==> config.mk <==
export PLATFORM = sky130hd
export DESIGN_NAME = tick_shift_register
export DESIGN_NICKNAME = d
export VERILOG_FILES = /design/src/rtl/tick_shift_register_pkg.sv /design/src/rtl/tick_register_stage.sv /design/src/rtl/tick_shift_register.sv
export SDC_FILE = /design/constraint.sdc
export NUM_CORES = 1
export LEC_CHECK = 0
export ABC_AREA = 1
export CAP_MARGIN = 20
export CORE_ASPECT_RATIO = 1.5
export CORE_MARGIN = 5
export CORE_UTILIZATION = 40
export CTS_CLUSTER_DIAMETER = 200
export DETAILED_ROUTE_END_ITERATION = 6
export MAX_ROUTING_LAYER = met4
export PLACE_DENSITY_LB_ADDON = 0.1
export SYNTH_ARGS = -nofsm -noshare
export SYNTH_HDL_FRONTEND = slang
export SYNTH_SLANG_ARGS = --single-unit
==> constraint.sdc <==
create_clock -name s_clock -period 3.6 [get_ports s_clock]
set_input_delay 0.72 -clock s_clock [delete_from_list [all_inputs] [get_ports s_clock]]
set_output_delay 0.72 -clock s_clock [all_outputs]
set_load 0.05 [all_outputs]
==> src/rtl/tick_shift_register_pkg.sv <==
// Shared definitions for the tick-gated shift register: the operation encoding
// (ordered by priority) and a constant-evaluable ceil(log2) helper.
`timescale 1ns/1ps
package tick_shift_register_pkg;

  typedef enum logic [1:0] {
    OP_HOLD  = 2'd0,
    OP_SHIFT = 2'd1,
    OP_LOAD  = 2'd2,
    OP_CLEAR = 2'd3
  } op_e;

  function automatic int clog2_f(input int value);
    int r;
    r = 0;
    for (int i = 0; i < 31; i++) begin
      if ((1 << i) < value) r = i + 1;
    end
    return r;
  endfunction

  // Higher-priority controls mask the lower ones completely.
  function automatic op_e decode_op(input logic clear, input logic load, input logic shift);
    if (clear)      return OP_CLEAR;
    else if (load)  return OP_LOAD;
    else if (shift) return OP_SHIFT;
    else            return OP_HOLD;
  endfunction

endpackage

==> src/rtl/tick_register_stage.sv <==
// One stage of the chain: data and valid registers with asynchronous active-high
// reset, updated on the clock edge selected by INVERT_CLOCK when en_i is high.
`timescale 1ns/1ps
module tick_register_stage #(
  parameter int unsigned NR_OF_BITS   = 8,
  parameter int unsigned INVERT_CLOCK = 0
) (
  input  logic                  s_clock,
  input  logic                  reset,
  input  logic                  en_i,
  input  logic [NR_OF_BITS-1:0] data_d_i,
  input  logic                  valid_d_i,
  output logic [NR_OF_BITS-1:0] data_q_o,
  output logic                  valid_q_o
);

  logic                  active_clock;
  logic [NR_OF_BITS-1:0] data_q;
  logic                  valid_q;

  // Inverting the clock lets every stage use a rising-edge flop.
  assign active_clock = (INVERT_CLOCK != 0) ? ~s_clock : s_clock;

  always_ff @(posedge active_clock or posedge reset) begin
    if (reset) begin
      data_q  <= '0;
      valid_q <= 1'b0;
    end else if (en_i) begin
      data_q  <= data_d_i;
      valid_q <= valid_d_i;
    end
  end

  assign data_q_o  = data_q;
  assign valid_q_o = valid_q;

endmodule

==> src/rtl/tick_shift_register.sv <==
// Tick-gated multi-stage register chain with serial shift, parallel load,
// synchronous clear and per-stage valid tracking; stage 0 is the input end.
`timescale 1ns/1ps
module tick_shift_register
  import tick_shift_register_pkg::*;
#(
  parameter int unsigned NR_OF_BITS   = 8,
  parameter int unsigned NR_OF_STAGES = 4,
  parameter int unsigned INVERT_CLOCK = 0
) (
  input  logic                                 s_clock,
  input  logic                                 reset,
  input  logic                                 clock_enable,
  input  logic                                 tick,
  input  logic                                 clear,
  input  logic                                 load,
  input  logic                                 shift,
  input  logic [NR_OF_BITS-1:0]                d,
  input  logic                                 d_valid,
  input  logic [NR_OF_BITS*NR_OF_STAGES-1:0]   parallel_d,
  output logic [NR_OF_BITS-1:0]                q,
  output logic                                 q_valid,
  output logic [NR_OF_BITS*NR_OF_STAGES-1:0]   parallel_q,
  output logic [$clog2(NR_OF_STAGES+1)-1:0]    fill_count
);

  localparam int CNT_W = $clog2(NR_OF_STAGES + 1);

  logic                    advance;
  logic                    update_en;
  op_e                     op;
  logic [NR_OF_BITS-1:0]   stage_q [NR_OF_STAGES];
  logic [NR_OF_BITS-1:0]   stage_d [NR_OF_STAGES];
  logic [NR_OF_STAGES-1:0] valid_q;
  logic [NR_OF_STAGES-1:0] valid_d;
  logic [CNT_W-1:0]        fill_d;

  assign advance   = clock_enable & tick;
  assign op        = decode_op(clear, load, shift);
  assign update_en = advance && (op != OP_HOLD);

  always_comb begin
    for (int i = 0; i < NR_OF_STAGES; i++) begin
      stage_d[i] = stage_q[i];
      valid_d[i] = valid_q[i];
    end
    case (op)
      OP_CLEAR: begin
        for (int i = 0; i < NR_OF_STAGES; i++) begin
          stage_d[i] = '0;
          valid_d[i] = 1'b0;
        end
      end
      OP_LOAD: begin
        for (int i = 0; i < NR_OF_STAGES; i++) begin
          stage_d[i] = parallel_d[i*NR_OF_BITS +: NR_OF_BITS];
          valid_d[i] = 1'b1;
        end
      end
      OP_SHIFT: begin
        // The last stage's old contents fall off the end; nothing wraps around.
        stage_d[0] = d;
        valid_d[0] = d_valid;
        for (int i = 1; i < NR_OF_STAGES; i++) begin
          stage_d[i] = stage_q[i-1];
          valid_d[i] = valid_q[i-1];
        end
      end
      default: ;
    endcase
  end

  for (genvar g = 0; g < NR_OF_STAGES; g++) begin : g_stage
    tick_register_stage #(
      .NR_OF_BITS   (NR_OF_BITS),
      .INVERT_CLOCK (INVERT_CLOCK)
    ) u_stage (
      .s_clock   (s_clock),
      .reset     (reset),
      .en_i      (update_en),
      .data_d_i  (stage_d[g]),
      .valid_d_i (valid_d[g]),
      .data_q_o  (stage_q[g]),
      .valid_q_o (valid_q[g])
    );
    assign parallel_q[g*NR_OF_BITS +: NR_OF_BITS] = stage_q[g];
  end

  always_comb begin
    fill_d = '0;
    for (int i = 0; i < NR_OF_STAGES; i++) begin
      fill_d = fill_d + CNT_W'(valid_q[i]);
    end
  end

  assign q          = stage_q[NR_OF_STAGES-1];
  assign q_valid    = valid_q[NR_OF_STAGES-1];
  assign fill_count = fill_d;

endmodule

Yosys cells after proc, flatten, opt, wreduce, memory -nomap -nowiden
Index checks and enable logic that the tools add are counted.
{ "totals": {"out_inout_bits": 44, "ff_bits": 36, "inputBits": 48} }
{ "op_classes": {"muxes": 5, "addsub": 3, "bitwise": 1, "n_eq_ne": 3, "reduce_logical": 4} }
{ "op_table": {"columns": ["op", "n"], "rows": [
  ["$pmux W32 S3", 1],
  ["$pmux W4 S3", 1],
  ["$eq A2 B2 Y1 const B", 2],
  ["$mux W2", 2],
  ["$add A2 B1 Y3", 1],
  ["$add A3 B1 Y3", 1],
  ["$reduce_bool A3 Y1", 1],
  ["$add A1 B1 Y2", 1],
  ["$eq A2 B1 Y1 const B", 1],
  ["$reduce_and A2 Y1", 1],
  ["$reduce_bool A2 Y1", 1],
  ["$and A1 B1 Y1", 1],
  ["$logic_and A1 B1 Y1", 1],
  ["$mux W1", 1]
]} }

Logic depth before layout (Yosys ltp)
{ "logic_depth": {"ltp_word": 6, "mapped_depth": 10} }

By module
Synthesis repeated with hierarchy kept, for this count alone.
{ "unflattened": {"cells_unflattened": 339, "area_unflattened_um2": 2374.8} }
{ "modules_own_cells": {"columns": ["mod", "instances", "cells_each", "area_each_um2"], "rows": [
  ["tick_register_stage", 4, 39, 345.3],
  ["tick_shift_register", 1, 183, 993.5]
]} }

Worst setup path before layout
No wires, ideal clock.
{ "synth_path": {"path_kind": "register to output", "startpoint": "reg g_stage[3].u_stage.valid_q", "endpoint": "out fill_count[1]", "required_time_ns": 2.880, "path_buffers": 0, "stages_incl_launch_ff": 6, "setup_slack_ns": 0.852, "t_arrival_ns": 2.028, "path_cell_list": "dfrtp_1 -> inv_1 -> fa_1 -> inv_1 -> ha_1 -> ha_1"} }
{ "synth_via": {"elab_chain_cells": 1} }
{ "synth_lines": {"columns": ["element", "line_no", "text"], "rows": [
  ["start: declaration", "tick_register_stage.sv:19", "logic valid_q;"],
  ["start signal: assignment", "tick_register_stage.sv:30", "valid_q <= valid_d_i;"],
  ["$add A3 B1 Y3", "tick_shift_register.sv:92", "fill_d = fill_d + CNT_W'(valid_q[i]);"],
  ["end: declaration", "tick_shift_register.sv:24", "output logic [$clog2(NR_OF_STAGES+1)-1:0] fill_count"]
]} }
No other way between the ends.

Final worst setup path
Same ends and word-level chain as after synthesis.

==> run metrics <==
Slowest cell on crit path=clkdlybuf4s50_1; # setup viols final=0; Starting Density=41.32%; critical path, cell by cell=inv_1 -> fa_1 -> inv_1 -> ha_1 -> ha_1 -> clkdlybuf4s50_1; FF+latch count, synth=36; Avg WL per Cell=12.40 um; met1 Use GR=19.08%; via count of the routed design=roughly 2100; total track usage=16.57%; Hold Path Stages=2; worst hold path class=reg -> reg; CTS tree=yes; cell area power density=396.9 nW/um^2; WP data required=roughly 2900 ps; initial antenna violation count=0; Post-DP HPWL=slightly below 4000 um; die area=~7400 um^2; slack of the worst reg-to-reg path=2810 ps; antenna cell count=0; worst stage delay on the critical path=790 ps; Post-route DRC=0; worst setup path endpoint=fill_count[1]; number of port buffers=91; syn avg cell area=roughly 7.7 um^2; Final min period=3243 ps; drt total wl=5532 um; Synth Area in Compound Gates=13.68%; reg-to-reg endpoint=g_stage[3].u_stage.data_q_o[5]$_DFFE_PP0P_; yosys warns=0; initial DRC count=roughly 110; Final nets=430; Max Buffers Root-to-Sink=2; sequential-to-total area share from yosys stat=39.41%; final hold slack=between 500 and 600 ps; crit path max fanout=3; Fin. Hold Viols=0; GR peak layer=met2; CTS hold repair buffers=0; most common cell after layout, fill and taps aside=nand2_1; Max rail drop VDD=0.2018 mV; clock sink count=36; latest clock arrival within the worst-skew pair=290 ps; layout cells sized above 1=13.30%; slew margin rel.=between 60% and 70%; Cell Area, Synth=2286 um^2; Tightest Pin Transition=~560 ps; worst r2r src=g_stage[2].u_stage.data_q_o[5]$_DFFE_PP0P_; Gate Count Post-Synth=between 200 and 300; Leak=roughly 0.0015 uW; Tcrit/Tclk final=90.10%; antenna viol nets, final=0; clock slew at reported path FFs=70 ps; fillcell total=between 500 and 600; largest family of logic cells by synthesized area=simple AND/OR/NAND/NOR gates; RSZ-0062 raised after global routing=false; CP endpoint kind=primary output; postcts setup bufs=0; FP Rows=33; cts bufs inserted=5; H-tree depth=2; Pwr Total=1282 uW; routed vias/inst=4.711; Post-Syn Nets=353; GR Layer Usage met2=28.05%; largest net degree at the start of global routing=55; xor/xnor share of the synthesized area=0%; Root Buffer=clkbuf_8; outcome=finished clean; mux contribution to synthesized area=0%; skew final=5.170 ps; most frequent cells in the layout=nand2_1 (176), clkdlybuf4s50_1 (91), dfrtp_1 (36); Max Cap Violations=0; grt ovf=0; R2R cell count=4; Highest Clock Rate=0.3083 GHz; first-pass GRT wire length=9528 um; crit path DAT=2520 ps; number of global-route vias before repair=2077; chip width=roughly 70 um; simple-gate share of the synthesized area=30.10%; critical path type=reg -> out; core area=around 5500 um^2; crit path launch=g_stage[3].u_stage.valid_q_o$_DFFE_PP0P_; Die H=102.6 um; met3 Use GR=roughly 4.0%; cts repair resizes=0; Area Overhead vs Synth=41.27%; IO Pins=between 90 and 100; max-slew violations=0; startpoint types=register; setup_tns=0 ps; global placement routability congestion=roughly 0.79; Synth cell types=18; adder-cell share of the synthesized area=4.160%; first drt pass iteration count=4
==> through the flow <==
step / setup WS [ps] / cell area [um^2] / cells / util (%)
after floorplan: 851.9 / 2286 / 298 / -
final: 356.5 / 3229 / 446 / 58.37
after CTS: 329.2 / 3229 / 446 / 58.37
after global placement: 694.0 / 3103 / 438 / 56.08
after global routing: 246.6 / 3229 / 446 / 58.37
after detailed placement: 647.1 / 3103 / 438 / 56.08
==> area by class of cell <==
class,instances,area (um^2),share of cell area [%]
well taps,70,87.58,2.712
multi-input cells,224,1096,33.94
clock inverters,1,30.03,0.9299
inverters,12,45.04,1.395
flip-flops and latches,36,900.9,27.90
clock buffers,7,96.34,2.983
repair buffers,96,973.4,30.14
==> logic make-up (layout without fill, tap and decap cells) <==
kind of cell / Yosys count / count (layout)
compound gates: 37 / 37
buf+inv: 38 / 116
simple gates: 180 / 180
flops: 36 / 36
fa+ha+maj: 7 / 7
==> power breakdown <==
| group | internal (uW) | total [uW] | switching, uW |
|---|---|---|---|
| sequential | 436 | 460 | 24.6 |
| combinational | 160 | 432 | 272 |
| clock | 244 | 390 | 145 |
| total | 840 | 1280 | 442 |
==> cells in the mapped netlist <==
cell type	n	area, um^2
nor2_1	1	3.750
fa_1	1	20.02
nand2_2	1	6.260
buf_8	3	45.04
inv_1	11	41.29
nand2_1	176	660.6
buf_4	11	82.58
o21ai_0	1	5.000
o21ai_2	34	297.8
o21ai_1	1	5.000
buf_6	9	101.4
a21oi_1	1	5.000
dfrtp_1	36	900.9
buf_2	3	15.01
nor2_2	1	6.260
ha_1	6	75.07
nand2_4	1	11.26
clkinv_1	1	3.750
==> critical path: cells and delay by family, from the launching register on <==
| kind | cells | cell delay [ps] |
|---|---|---|
| buffers and inverters | 3 | 900 |
| adder cells (fa/ha/maj) | 3 | 970 |
| flip-flops | 1 | 370 |
==> sequential cells by signal, summed over array words and instances (netlist names) <==
register                   count
g_stage.u_stage.data_q_o      32
g_stage.u_stage.valid_q_o      4
==> layer usage <==
layer | part of all wire (%) | vias to the layer above
met5 | 0 | -
met4 | 2.3 | 0
met3 | 6.7 | 12
met2 | 49 | 65
met1 | 42 | 953
li1 | - | 1071
==> worst min-delay path by stage <==
| stage | from | to |
|---|---|---|
| after floorplan | g_stage[0].u_stage.valid_q_o$_DFFE_PP0P_ | g_stage[0].u_stage.valid_q_o$_DFFE_PP0P_ |
| after global placement | g_stage[3].u_stage.data_q_o[5]$_DFFE_PP0P_ | g_stage[3].u_stage.data_q_o[5]$_DFFE_PP0P_ |
| after detailed placement | g_stage[0].u_stage.data_q_o[3]$_DFFE_PP0P_ | g_stage[0].u_stage.data_q_o[3]$_DFFE_PP0P_ |
| after CTS | g_stage[2].u_stage.data_q_o[4]$_DFFE_PP0P_ | g_stage[2].u_stage.data_q_o[4]$_DFFE_PP0P_ |
| after global routing | g_stage[2].u_stage.data_q_o[7]$_DFFE_PP0P_ | g_stage[2].u_stage.data_q_o[7]$_DFFE_PP0P_ |
| final | g_stage[2].u_stage.data_q_o[4]$_DFFE_PP0P_ | g_stage[2].u_stage.data_q_o[4]$_DFFE_PP0P_ |
Power figures use the tool's default switching activity.
